[src/rtl/i2c_codec_responder_pkg.sv]
// Shared definitions for the I2C codec responder: FSM states and fixed register indices.
package i2c_pkg;

    typedef enum logic [2:0] {
        IDLE,
        ADDR,
        ADDR_ACK,
        REG,
        REG_ACK,
        DATA,
        DATA_ACK,
        IGNORE
    } state_t;

    localparam logic [6:0] RESET_REG_IDX    = 7'h0F;
    localparam logic [6:0] DEFAULT_DEV_ADDR = 7'h1A;

    // Address byte matches only for a write to this device
    function automatic logic addr_match(input logic [7:0] addr_byte, input logic [6:0] dev);
        return (addr_byte[7:1] == dev) && !addr_byte[0];
    endfunction

endpackage

[src/rtl/i2c_codec_responder_if.sv]
// Open-drain I2C pad signals between the bus side and the responder.
interface i2c_codec_responder_if;
    logic scl_in;
    logic sda_in;
    logic sda_oe;

    modport master (output scl_in, output sda_in, input sda_oe);
    modport slave  (input scl_in, input sda_in, output sda_oe);
endinterface

[src/rtl/i2c_codec_responder_bus_filter.sv]
// Pad conditioning: 2-flop synchronizers, 3-sample majority filter, SCL edges, START/STOP.
module i2c_bus_filter (
    input  logic clk,
    input  logic reset,
    input  logic scl_in,
    input  logic sda_in,
    output logic sda_f,
    output logic scl_rise,
    output logic scl_fall,
    output logic start_det,
    output logic stop_det
);

    logic       scl_p0, scl_p1, sda_p0, sda_p1;
    logic [2:0] scl_win_p2, sda_win_p2;
    logic       scl_f, scl_q, sda_q;

    function automatic logic majority(input logic [2:0] w);
        return (w[0] & w[1]) | (w[0] & w[2]) | (w[1] & w[2]);
    endfunction

    // Everything idles high so a reset never looks like a bus edge
    always_ff @(posedge clk or posedge reset) begin
        if (reset) begin
            scl_p0     <= 1'b1;
            scl_p1     <= 1'b1;
            sda_p0     <= 1'b1;
            sda_p1     <= 1'b1;
            scl_win_p2 <= 3'b111;
            sda_win_p2 <= 3'b111;
            scl_f      <= 1'b1;
            sda_f      <= 1'b1;
            scl_q      <= 1'b1;
            sda_q      <= 1'b1;
        end else begin
            scl_p0     <= scl_in;
            scl_p1     <= scl_p0;
            sda_p0     <= sda_in;
            sda_p1     <= sda_p0;
            scl_win_p2 <= {scl_win_p2[1:0], scl_p1};
            sda_win_p2 <= {sda_win_p2[1:0], sda_p1};
            scl_f      <= majority(scl_win_p2);
            sda_f      <= majority(sda_win_p2);
            scl_q      <= scl_f;
            sda_q      <= sda_f;
        end
    end

    assign scl_rise  = scl_f & ~scl_q;
    assign scl_fall  = ~scl_f & scl_q;
    assign start_det = scl_f & scl_q & sda_q & ~sda_f;
    assign stop_det  = scl_f & scl_q & ~sda_q & sda_f;

endmodule

[src/rtl/i2c_codec_responder.sv]
// I2C write-only register responder: addr byte, {index, data[8]} byte, data[7:0] byte.
module i2c_codec_responder
    import i2c_pkg::*;
#(
    parameter logic [6:0] DEV_ADDR = DEFAULT_DEV_ADDR,
    parameter int          NUM_REGS = 16
) (
    input  logic                         clk,
    input  logic                         reset,
    i2c_codec_responder_if.slave         bus,
    output logic                         wr_en,
    output logic [6:0]                   wr_addr,
    output logic [8:0]                   wr_data,
    input  logic [6:0]                   rd_addr,
    output logic [8:0]                   rd_data,
    output logic                         busy
);

    logic       sda_f, scl_rise, scl_fall, start_det, stop_det;
    state_t     state, state_n;
    logic [2:0] bit_cnt, cnt_n;
    logic [7:0] shreg, sh_n;
    logic [6:0] reg_idx, idx_n, wr_addr_n;
    logic       d8, d8_n, ack_on, ack_on_n, oe, oe_n, busy_n, wr_en_n;
    logic [8:0] wr_data_n;
    logic [7:0] byte_in;
    logic       last_bit;
    logic [8:0] regs [NUM_REGS];

    i2c_bus_filter u_filter (
        .clk       (clk),
        .reset     (reset),
        .scl_in    (bus.scl_in),
        .sda_in    (bus.sda_in),
        .sda_f     (sda_f),
        .scl_rise  (scl_rise),
        .scl_fall  (scl_fall),
        .start_det (start_det),
        .stop_det  (stop_det)
    );

    assign byte_in  = {shreg[6:0], sda_f};
    assign last_bit = (bit_cnt == 3'd7);
    assign bus.sda_oe = oe;

    always_ff @(posedge clk or posedge reset) begin
        if (reset) begin
            state   <= IDLE;
            bit_cnt <= '0;
            shreg   <= '0;
            reg_idx <= '0;
            d8      <= 1'b0;
            ack_on  <= 1'b0;
            oe      <= 1'b0;
            busy    <= 1'b0;
            wr_en   <= 1'b0;
            wr_addr <= '0;
            wr_data <= '0;
        end else begin
            state   <= state_n;
            bit_cnt <= cnt_n;
            shreg   <= sh_n;
            reg_idx <= idx_n;
            d8      <= d8_n;
            ack_on  <= ack_on_n;
            oe      <= oe_n;
            busy    <= busy_n;
            wr_en   <= wr_en_n;
            wr_addr <= wr_addr_n;
            wr_data <= wr_data_n;
        end
    end

    always_comb begin
        state_n   = state;
        cnt_n     = bit_cnt;
        sh_n      = shreg;
        idx_n     = reg_idx;
        d8_n      = d8;
        ack_on_n  = ack_on;
        oe_n      = oe;
        busy_n    = busy;
        wr_en_n   = 1'b0;
        wr_addr_n = wr_addr;
        wr_data_n = wr_data;
        if (stop_det) begin
            state_n  = IDLE;
            oe_n     = 1'b0;
            ack_on_n = 1'b0;
            busy_n   = 1'b0;
        end else if (start_det) begin
            state_n  = ADDR;
            cnt_n    = '0;
            oe_n     = 1'b0;
            ack_on_n = 1'b0;
            busy_n   = 1'b1;
        end else begin
            case (state)
                ADDR, REG, DATA: begin
                    if (scl_rise) begin
                        sh_n  = byte_in;
                        cnt_n = bit_cnt + 3'd1;
                        if (last_bit) begin
                            if (state == ADDR) begin
                                state_n = addr_match(byte_in, DEV_ADDR) ? ADDR_ACK : IGNORE;
                            end else if (state == REG) begin
                                idx_n   = shreg[6:0];
                                d8_n    = sda_f;
                                state_n = REG_ACK;
                            end else begin
                                wr_en_n   = 1'b1;
                                wr_addr_n = reg_idx;
                                wr_data_n = {d8, byte_in};
                                state_n   = DATA_ACK;
                            end
                        end
                    end
                end
                // First SCL fall after the byte drives ACK, the second one ends it
                ADDR_ACK, REG_ACK, DATA_ACK: begin
                    if (scl_fall) begin
                        if (!ack_on) begin
                            oe_n     = 1'b1;
                            ack_on_n = 1'b1;
                        end else begin
                            oe_n     = 1'b0;
                            ack_on_n = 1'b0;
                            cnt_n    = '0;
                            case (state)
                                ADDR_ACK: state_n = REG;
                                REG_ACK:  state_n = DATA;
                                default:  state_n = IGNORE;
                            endcase
                        end
                    end
                end
                default: oe_n = 1'b0;
            endcase
        end
    end

    // Writing the reset register clears the whole file instead of storing data
    always_ff @(posedge clk or posedge reset) begin
        if (reset) begin
            for (int i = 0; i < NUM_REGS; i++) regs[i] <= '0;
        end else if (wr_en) begin
            for (int i = 0; i < NUM_REGS; i++) begin
                if (wr_addr == RESET_REG_IDX) regs[i] <= '0;
                else if (wr_addr == 7'(i))    regs[i] <= wr_data;
            end
        end
    end

    always_comb begin
        rd_data = '0;
        for (int i = 0; i < NUM_REGS; i++) begin
            if (rd_addr == 7'(i)) rd_data = regs[i];
        end
    end

endmodule

[src/flat_wrapper.sv]
// flat-port wrapper written by rule: the top's interface ports become plain ports
module i2c_codec_responder_flat import i2c_pkg::*;
#(
    parameter logic [6:0] DEV_ADDR = DEFAULT_DEV_ADDR,
    parameter int          NUM_REGS = 16
)
  (clk, reset, wr_en, wr_addr, wr_data, rd_addr, rd_data, busy, bus_scl_in, bus_sda_in, bus_sda_oe);
  i2c_codec_responder_if bus_i ();
  input  logic clk;
  input  logic reset;
  output logic wr_en;
  output logic [6:0] wr_addr;
  output logic [8:0] wr_data;
  input  logic [6:0] rd_addr;
  output logic [8:0] rd_data;
  output logic busy;
  input wire logic [$bits(bus_i.scl_in)-1:0] bus_scl_in;
  input wire logic [$bits(bus_i.sda_in)-1:0] bus_sda_in;
  output wire logic [$bits(bus_i.sda_oe)-1:0] bus_sda_oe;
  assign bus_i.scl_in = bus_scl_in;
  assign bus_i.sda_in = bus_sda_in;
  assign bus_sda_oe = bus_i.sda_oe;
  i2c_codec_responder #(.DEV_ADDR(DEV_ADDR), .NUM_REGS(NUM_REGS)) u_core (.clk(clk), .reset(reset), .bus(bus_i), .wr_en(wr_en), .wr_addr(wr_addr), .wr_data(wr_data), .rd_addr(rd_addr), .rd_data(rd_data), .busy(busy));
endmodule
[config.mk]
export PLATFORM = sky130hd
export DESIGN_NAME = i2c_codec_responder_flat
export DESIGN_NICKNAME = d
export VERILOG_FILES = /design/src/rtl/i2c_codec_responder_pkg.sv /design/src/rtl/i2c_codec_responder_if.sv /design/src/rtl/i2c_codec_responder_bus_filter.sv /design/src/rtl/i2c_codec_responder.sv /design/src/flat_wrapper.sv
export SDC_FILE = /design/constraint.sdc
export NUM_CORES = 1
export LEC_CHECK = 0
export CORE_MARGIN = 3
export CORE_UTILIZATION = 60
export DETAILED_ROUTE_END_ITERATION = 16
export GPL_ROUTABILITY_DRIVEN = 0
export PLACE_DENSITY_LB_ADDON = 0.1
export SYNTH_ARGS = -nofsm -noshare
export SYNTH_HDL_FRONTEND = slang
export SYNTH_HIERARCHICAL = 1
export SYNTH_SLANG_ARGS = --single-unit
[constraint.sdc]
create_clock -name clk -period 13.4 [get_ports clk]
set_input_delay 1.34 -clock clk [delete_from_list [all_inputs] [get_ports clk]]
set_output_delay 1.34 -clock clk [all_outputs]
set_load 0.02 [all_outputs]
==> flow_metrics.tcl, run 1 <==
set metrics [dict create \
    synthCells 842 \
    syn_avg_cell_area_um2 10.2 \
    wl_per_cell_um 19.1 \
    slew_headroom_pct 31.8 \
    synth_cell_types 58 \
    status "finished, final reports clean" \
    fin_util_pct 68.9 \
    core.rowCount 43 \
    hold_buffers 0 \
    max_freq_mhz 173 \
    vias_per_cell 6.23 \
    grt_max_degree 95 \
    synthXorXnorAreaFrac_pct 0.611 \
    ys_warn_count 6 \
    synth.cell_area_um2 8600 \
    yosys.area.top_type "dfrtp_1" \
    cts_setup_buffers 0 \
    startpoint_type "primary input" \
    fin_crit_ps 5780 \
    reg2reg_slack_ps 10620 \
    synthFlopType "dfrtp_1" \
    diodes 0 \
    hold_class "flop to flop" \
    synth_seq_cells 190 \
    wl_met2_um 9520 \
    cts_buffers 17 \
    die_width_um 126 \
    dieArea_um2 15800 \
    crit_chain "clkdlybuf4s50_1 -> nor4_1 -> o21ai_0 -> a21oi_1 -> a221oi_1 -> o21ai_0 -> clkdlybuf4s50_1" \
    synth_simple_gate_area_share_pct 13.6 \
    grt_pass1_vias 6388 \
    fin_crit_sh_pct 43.1 \
    synthTopCellsByArea "dfrtp_1, nand2_1, o21ai_0, mux2_2, dfstp_2" \
    hold_depth 0 \
    root_buffer "clkbuf_16" \
    worstPathArrival_ps 4440 \
    start_util_pct 61.7 \
    fin_ws_ps 7620 \
    worstMarginPinSlew_ps 1010 \
    grt_remaining_overflow 0 \
    critPathCaptureType "output pin" \
    dr.pass1.iters 5 \
    clkLatencyLatePin_ps 440 \
    io_buffers 38 \
    cp.required_ps 12060 \
    ant_nets 0 \
    grt_pass1_wl_um 33100 \
    slowest_stage "clkdlybuf4s50_1" \
    timing.rr.start "u_core/wr_addr[0]$_DFFE_PP0P_" \
    dpl_cell_area_um2 9000 \
    clkTransAtPathRegs_ps 70 \
    dp_slack_ps 7640 \
    cts_buffer_depth 2 \
    synth_compound_area_share_pct 15.7 \
    min-delay-start "u_core/u_filter/scl_p0$_DFF_PP1_" \
    fin_nets 862 \
    dieHeight_um 126 \
    wl_met3_um 1200 \
    power.leakage_nw 4.07 \
    drive_above_1_share_pct 13.3 \
    dpl.hpwl_um 13000 \
    post_cts_resized 0 \
    reg2reg_depth 5 \
    grt_antenna_before_repair 0 \
    post-route-cell-area_um2 9600 \
    synth-seq-area-share_pct 55.5 \
    synth_top_family_by_area "compound AO/OA/AOI/OAI gates" \
    final_hold_viol_count 0 \
    synthesis.nets 855 \
    synth_top_area_share_pct 51.2 \
    top_layer "met4" \
    clock_skew_ps 6.48 \
    finalSetupTns_ps 0 \
    cpPeakStageDelay_ps 880 \
    path_max_fanout 22 \
    slew_violations 0 \
    grtUsageTotal_pct 26.2 \
    synth_fa_ha_area_share_pct 0.553 \
    cts.sinks 190 \
    synth.mux.area_fraction_pct 9.83 \
    async_reset_ff_share_pct 100 \
    wl_met1_um 8790 \
    area_delta_synth_final_pct 11.6 \
    synth_edf_count 0 \
    setup_viol 0 \
    worstSetupPathType "primary input to output pin" \
    cts_tree "yes" \
    r2r-end "u_core/regs[136]$_DFFE_PP0P_" \
    cts_htree_levels 4 \
    p_per_area_nw_per_um2 125 \
    total_power_w 0.00120 \
    hold_end "u_core/u_filter/scl_p1$_DFF_PP1_" \
    routed_wl_um 19900 \
    ir_drop_uv 133 \
    drtIter0Drc 746 \
    core-area_um2 13900 \
    route.vias.total 6489 \
    remaining_drc_errors 0 \
    io_pins 39 \
    grt_setup_unrepaired "false" \
    maxCapViolations 0 \
]
[area by class of cell]
cell class | count | area, um2
Clock buffer | 17 | 425
Clock inverter | 15 | 178
Fill cell | 1029 | 4330
Inverter | 28 | 110
Multi-Input combinational cell | 568 | 3470
Sequential cell | 190 | 4770
Tap cell | 180 | 225
Timing Repair Buffer | 44 | 420
[critical path, delay by kind of cell]
| kind | cells | cell delay, ps |
|---|---|---|
| buf+inv | 2 | 1530 |
| simple gates | 1 | 880 |
| compound gates | 4 | 680 |
[cells by family (layout without fill, tap and decap cells)]
| family | count (synthesis) | in the layout |
|---|---|---|
| xor gates and xnor gates | 6 | 6 |
| AOI/OAI and AO/OA | 238 | 238 |
| and+or+nand+nor | 254 | 254 |
| DFF | 190 | 190 |
| muxes | 66 | 66 |
| buffers and inverters | 84 | 104 |
| adders and majority gates | 4 | 4 |
[routing by layer]
layer	up-vias	GRT usage [%]
met5	-	0
met4	0	7.32
met3	32	6.19
met2	252	41.8
met1	3222	36.5
li1	2983	-
[synthesized netlist by cell type, drive strengths merged (5+ instances only)]
cell    instances
dfstp          14
nand3          40
inv            28
a22oi          10
o21ai         169
mux4           11
mux2i          17
buf            36
a21oi          19
nor3           10
nand2b          5
nor2b           7
nor2           21
clkbuf         20
nand2         151
mux2           38
dfrtp         176
[through the flow]
| stage | instances | hold WS, ps |
|---|---|---|
| after floorplan | 842 | 345 |
| after global placement | 1010 | 346 |
| after detailed placement | 1010 | 348 |
| after CTS | 1042 | 359 |
| after global routing | 1042 | 364 |
| final | 1042 | 358 |
[cell usage in the layout (no fill, tap or decap), types with 10 or more instances in the layout]
| master | count |
|---|---|
| nor2_1 | 21 |
| dfstp_2 | 14 |
| a22oi_1 | 10 |
| dfrtp_1 | 176 |
| clkdlybuf4s50_1 | 37 |
| nand2_1 | 151 |
| a21oi_1 | 19 |
| o21ai_1 | 65 |
| nand3_1 | 34 |
| clkbuf_16 | 17 |
| mux4_2 | 11 |
| nor3_1 | 10 |
| mux2i_1 | 17 |
| o21ai_0 | 103 |
| inv_1 | 27 |
| mux2_2 | 38 |
[registers in the layout (all words and copies together) (netlist names), 3 cells and up]
signal	cells
u_core/shreg	7
u_core/wr_data	9
u_core/regs	135
u_core/reg_idx	7
u_core/bit_cnt	3
u_core/u_filter/scl_win_p2	3
u_core/u_filter/sda_win_p2	3
u_core/wr_addr	7
u_core/state	3
[power by group]
group          total (W)  internal (W)  switching, W
clock network   0.000507      0.000267      0.000240
registers       0.000615      0.000595     0.0000207
logic          0.0000815     0.0000336     0.0000480
total            0.00120      0.000895      0.000308
[worst max path at each step]
stage	start	endpoint	slack [ps]
2_1_floorplan	reset	u_core/ack_on$_DFFE_PP0P_	7290
3_3_place_gp	rd_addr[3]	rd_data[0]	7730
3_5_place_dp	rd_addr[3]	rd_data[5]	7640
4_1_cts	rd_addr[3]	rd_data[5]	7630
5_1_grt	rd_addr[3]	rd_data[5]	7210
6_report	rd_addr[3]	rd_data[5]	7620
Power figures use the tool's default switching activity.
==> run 2, diff against run 1 <==
--- a/config.mk
+++ b/config.mk
@@ -6,7 +6,7 @@
 export NUM_CORES = 1
 export LEC_CHECK = 0
 export CORE_MARGIN = 3
-export CORE_UTILIZATION = 60
+export CORE_UTILIZATION = 55
 export DETAILED_ROUTE_END_ITERATION = 16
 export GPL_ROUTABILITY_DRIVEN = 0
 export PLACE_DENSITY_LB_ADDON = 0.1
==> constraint.sdc (replaced) <==
create_clock -name clk -period 4.8 [get_ports clk]
set_input_delay 0.48 -clock clk [delete_from_list [all_inputs] [get_ports clk]]
set_output_delay 0.48 -clock clk [all_outputs]
set_load 0.02 [all_outputs]
==> run 2 against run 1 <==
Combinational power grew to 2.8 times the previous value. Total power rose to 2.7 times the previous value. Sequential cell count did not move. First-iteration DRC count is 25% lower. Worst hold slack got worse by 1.5 ps. Utilization down 5.6 points. Die area up 8.6%. Final area up 0.55%. Count of clock-buffer cells in the layout up 6. Clock skew is 3.2 ps higher. Critical path type unchanged.
==> flow_metrics.tcl, run 2 (synthesis results as in run 1) <==
set metrics [dict create \
    max_flop_register "u_core/regs" \
    drtIter0Drc 562 \
    dieHeight_um 131 \
    dr.pass1.iters 5 \
    cts_buffer_depth 2 \
    maxCapViolations 0 \
    fin_nets 865 \
    ir_drop_uv 248 \
    clkTransAtPathRegs_ps 70 \
    wl_per_cell_um 19.0 \
    area_delta_synth_final_pct 12.2 \
    startpoint_type "primary input" \
    max_freq_mhz 260 \
    start_util_pct 56.4 \
    drive_above_1_share_pct 13.3 \
    cts_buffers 17 \
    mostFrequentLayoutCell "dfrtp_1" \
    grt_pass1_vias 6361 \
    core.rowCount 45 \
    grt_busiest_layer "met2" \
    setup_viol 0 \
    largest_reg_flops 135 \
    routed_wl_um 20400 \
    fin_crit_sh_pct 80.1 \
    use_met1_pct 35.0 \
    final_cell_mix "dfrtp_1, nand2_1, o21ai_0, o21ai_1, mux2_2" \
    stdcell_count 1076 \
    remaining_drc_errors 0 \
    reg.largest.list "u_core/regs x135, u_core/wr_data x9" \
    dpl.hpwl_um 13700 \
    dieArea_um2 17200 \
    worstPathArrival_ps 3360 \
    grt_pass1_wl_um 33700 \
    total_power_w 0.00330 \
    slew_headroom_pct 26.7 \
    power.leakage_nw 4.08 \
    slew_violations 0 \
    cts_tree "yes" \
    fin_crit_ps 3840 \
    core-area_um2 15300 \
    hold_class "flop to flop" \
    grt_setup_unrepaired "false" \
    die_width_um 131 \
    clock_skew_ps 9.67 \
    grt_max_degree 136 \
    vias_per_cell 6.01 \
    worstSetupPathType "primary input to output pin" \
    cp.required_ps 4320 \
    hold_buffers 0 \
    post_cts_resized 0 \
    clkLatencyLatePin_ps 430 \
    reg2reg_slack_ps 2040 \
    diodes 0 \
    grtUsageTotal_pct 25.5 \
    grt_remaining_overflow 0 \
    use_met3_pct 5.43 \
    dp.cells 1044 \
    io_buffers 38 \
    path_max_fanout 16 \
    critPathCaptureType "output pin" \
    cts_htree_levels 4 \
    final_hold_viol_count 0 \
    cts.sinks 190 \
    ant_nets 0 \
    route.vias.total 6462 \
    status "finished, final reports clean" \
    io_pins 39 \
    grt_antenna_before_repair 0 \
    use_met2_pct 41.2 \
    finalSetupTns_ps 0 \
    cts_setup_buffers 0 \
    p_per_area_nw_per_um2 342 \
    worstMarginPinSlew_ps 1090 \
    root_buffer "clkbuf_16" \
]
-- run 2: metal layers --
layer	vias up	part of all wire [%]
met1	3229	43
met5	-	0
met2	204	49
li1	2989	-
met4	0	2.2
met3	40	5.8
-- run 2: power by group --
group          internal [W]  switching (W)  total, W
sequential          0.00166      0.0000594   0.00172
combinational     0.0000971       0.000134  0.000231
clock              0.000748       0.000604   0.00135
total               0.00251       0.000797   0.00330
-- run 2: cell type report --
| type | instances | area, um2 |
|---|---|---|
| multi-input combinational | 568 | 3470 |
| tap | 211 | 264 |
| clock buffer | 23 | 500 |
| fill | 1269 | 5600 |
| sequential | 190 | 4770 |
| inverter | 28 | 109 |
| clock inverter | 9 | 70.1 |
| timing repair buffer | 47 | 468 |
-- run 2: final timing paths --
check,from,end,depth (start not counted)
hold reg to reg,u_core/u_filter/sda_p0$_DFF_PP1_,u_core/u_filter/sda_p1$_DFF_PP1_,0
setup / recovery,rd_addr[1],rd_data[1],7
min in group asynchronous,reset,u_core/bit_cnt[1]$_DFFE_PP0P_,2
max in group asynchronous,reset,u_core/regs[15]$_DFFE_PP0P_,3
hold / removal,u_core/u_filter/sda_p0$_DFF_PP1_,u_core/u_filter/sda_p1$_DFF_PP1_,0
setup reg to reg,u_core/wr_addr[0]$_DFFE_PP0P_,u_core/regs[59]$_DFFE_PP0P_,5
-- run 2: worst max-delay path, cell delays in order --
cell             delay (ps)
clkdlybuf4s50_1         910
inv_1                   440
a211o_1                 330
o2111a_1                130
a311oi_1                340
o22ai_1                 160
clkdlybuf4s50_1         560
-- run 2: per-stage QoR --
step	util, %	worst slack (ps)	instance area [um2]	hold WS, ps
global route	63.3	775	9660	364
finish	63.3	955	9660	356
global placement	59.5	1100	9080	346
CTS	63.3	985	9660	358
floorplan	-	2070	8610	345
detailed placement	59.5	987	9080	347
==> run 3, diff against run 2 <==
==> constraint.sdc (replaced) <==
create_clock -name clk -period 3.3 [get_ports clk]
set_input_delay 0.33 -clock clk [delete_from_list [all_inputs] [get_ports clk]]
set_output_delay 0.33 -clock clk [all_outputs]
set_load 0.02 [all_outputs]
==> run 3 against run 2 <==
Clock skew about the same. Register-to-register slack lost 1400 ps. Worst hold slack worse by 180 ps. Utilization is 1.1 points higher. Final cell count rose by 1.3%. Sequential cell count is the same. Non-clock buffer count grew 14. Sequential share of layout area shrank 0.81 points. Clock power increased by 49%. Routed wire length rose by 2.5%. Largest cell class unchanged. Largest power group unchanged. Highest routed layer unchanged.
==> flow_metrics.tcl, run 3 (synthesis results as in run 1) <==
set metrics [dict create \
    worstPathArrival_ps 2770 \
    fillers 1230 \
    critPathBufInv 3 \
    drive_above_1_share_pct 14.9 \
    route.vias.total 6496 \
    grt_antenna_before_repair 0 \
    max_flop_register "u_core/regs" \
    final_cell_mix "dfrtp_1, nand2_1, o21ai_0, o21ai_1, mux2_2" \
    cts_setup_buffers 0 \
    slew_headroom_pct 41.7 \
    dpl.hpwl_um 14300 \
    timing.rr.start "u_core/u_filter/scl_f$_DFF_PP1_" \
    diodes 0 \
    cpPeakStageDelay_ps 620 \
    power.leakage_nw 4.18 \
    fin_util_pct 64.3 \
    reg2reg_depth 5 \
    start_util_pct 56.4 \
    grt_pass1_wl_um 34100 \
    die_width_um 131 \
    max_freq_mhz 322 \
    ff_latch_area_um2 4770 \
    routed_wl_um 20900 \
    critPathCaptureType "output pin" \
    grt_remaining_overflow 0 \
    ir_drop_uv 408 \
    slowest_stage "clkdlybuf4s50_1" \
    worstSetupPathType "primary input to output pin" \
    vias_per_cell 5.96 \
    mostFrequentLayoutCell "dfrtp_1" \
    cts_tree "yes" \
    remaining_drc_errors 0 \
    wl_per_cell_um 19.2 \
    setup_viol 0 \
    core-area_um2 15300 \
    clkLatencyLatePin_ps 440 \
    fin_crit_sh_pct 94.0 \
    crit_top_cell "clkdlybuf4s50_1" \
    cts_buffer_depth 2 \
    dr.pass1.iters 5 \
    hold_buffers 0 \
    p_per_area_nw_per_um2 495 \
    drtIter0Drc 570 \
    r2r-end "u_core/wr_data[5]$_DFFE_PP0P_" \
    fin_ws_ps 199 \
    post_cts_resized 0 \
    largest_reg_flops 135 \
    hold_class "primary input to asynchronous set/reset pin" \
    crit_chain "clkdlybuf4s50_1 -> inv_1 -> a211o_1 -> o2111a_1 -> a311oi_1 -> o22ai_1 -> clkdlybuf4s50_1" \
    final_hold_viol_count 0 \
    reg2reg_slack_ps 650 \
    reg.largest.list "u_core/regs x135, u_core/wr_data x9" \
    cts.sinks 190 \
    finalSetupTns_ps 0 \
    cts_buffers 17 \
    clock_skew_ps 9.37 \
    fin_crit_ps 3100 \
    grt_pass1_vias 6512 \
    core.rowCount 45 \
    dieArea_um2 17200 \
    io_buffers 38 \
    cp.required_ps 2970 \
    maxCapViolations 0 \
    crit_family "buffers and inverters" \
    grtUsageTotal_pct 25.9 \
    root_buffer "clkbuf_16" \
    multi_input_area_um2 3470 \
    startpoint_type "primary input" \
    path_max_fanout 16 \
    area_delta_synth_final_pct 14.1 \
    cts_htree_levels 4 \
    status "finished, final reports clean" \
    grt_max_degree 91 \
    worstMarginPinSlew_ps 875 \
    dp_slack_ps 42.5 \
    clkTransAtPathRegs_ps 70 \
    grt_setup_unrepaired "false" \
    fin_nets 879 \
    slew_violations 0 \
    dieHeight_um 131 \
    ant_nets 0 \
    io_pins 39 \
]
run 3: worst register-to-register path, stage by stage, from the launching register on:
cell and delay [ps]:
dfstp_2 570, nor2b_1 320, nand3_1 200, nor3_1 270
nand3_1 650, mux2_2 530
run 3: report_power, final:
| part | internal (W) | leakage (nW) | switching, W |
|---|---|---|---|
| registers | 0.00242 | 2.59 | 0.0000882 |
| logic | 0.000150 | 1.30 | 0.000198 |
| clock network | 0.00111 | 0.292 | 0.000902 |
| total | 0.00367 | 4.18 | 0.00119 |
run 3: per-layer routing:
layer,track usage [%],part of all wire [%]
met1,35.7,45
met2,41.5,48
met3,5.02,4.7
met4,8.89,2.0
met5,0,0
run 3: worst max path at each step:
stage                           from                        end  cells past startpoint
after CTS                 rd_addr[2]                 rd_data[5]                      7
after detailed placement  rd_addr[2]                 rd_data[5]                      7
after floorplan                reset  u_core/ack_on$_DFFE_PP0P_                      1
final                     rd_addr[1]                 rd_data[1]                      7
after global placement    rd_addr[2]                 rd_data[0]                      7
after global routing      rd_addr[5]                 rd_data[5]                      7
run 3: final cells by class:
| class | instances | area share, % |
|---|---|---|
| Inverter | 28 | 1.11 |
| Multi-Input combinational cell | 568 | 35.4 |
| Tap cell | 211 | 2.69 |
| Sequential cell | 190 | 48.6 |
| Clock inverter | 9 | 0.752 |
| Timing Repair Buffer | 61 | 6.25 |
| Clock buffer | 23 | 5.20 |
run 3: through the flow:
step | cells | total power (W) | instance area, um2 | hold WS [ps]
6_report | 1090 | 0.00486 | 9820 | 178
5_1_grt | 1090 | 0.00505 | 9820 | 179
4_1_cts | 1090 | 0.00489 | 9810 | 176
3_5_place_dp | 1058 | 0.00289 | 9230 | 347
3_3_place_gp | 1058 | 0.00287 | 9230 | 346
2_1_floorplan | 842 | 0.00276 | 8610 | 334
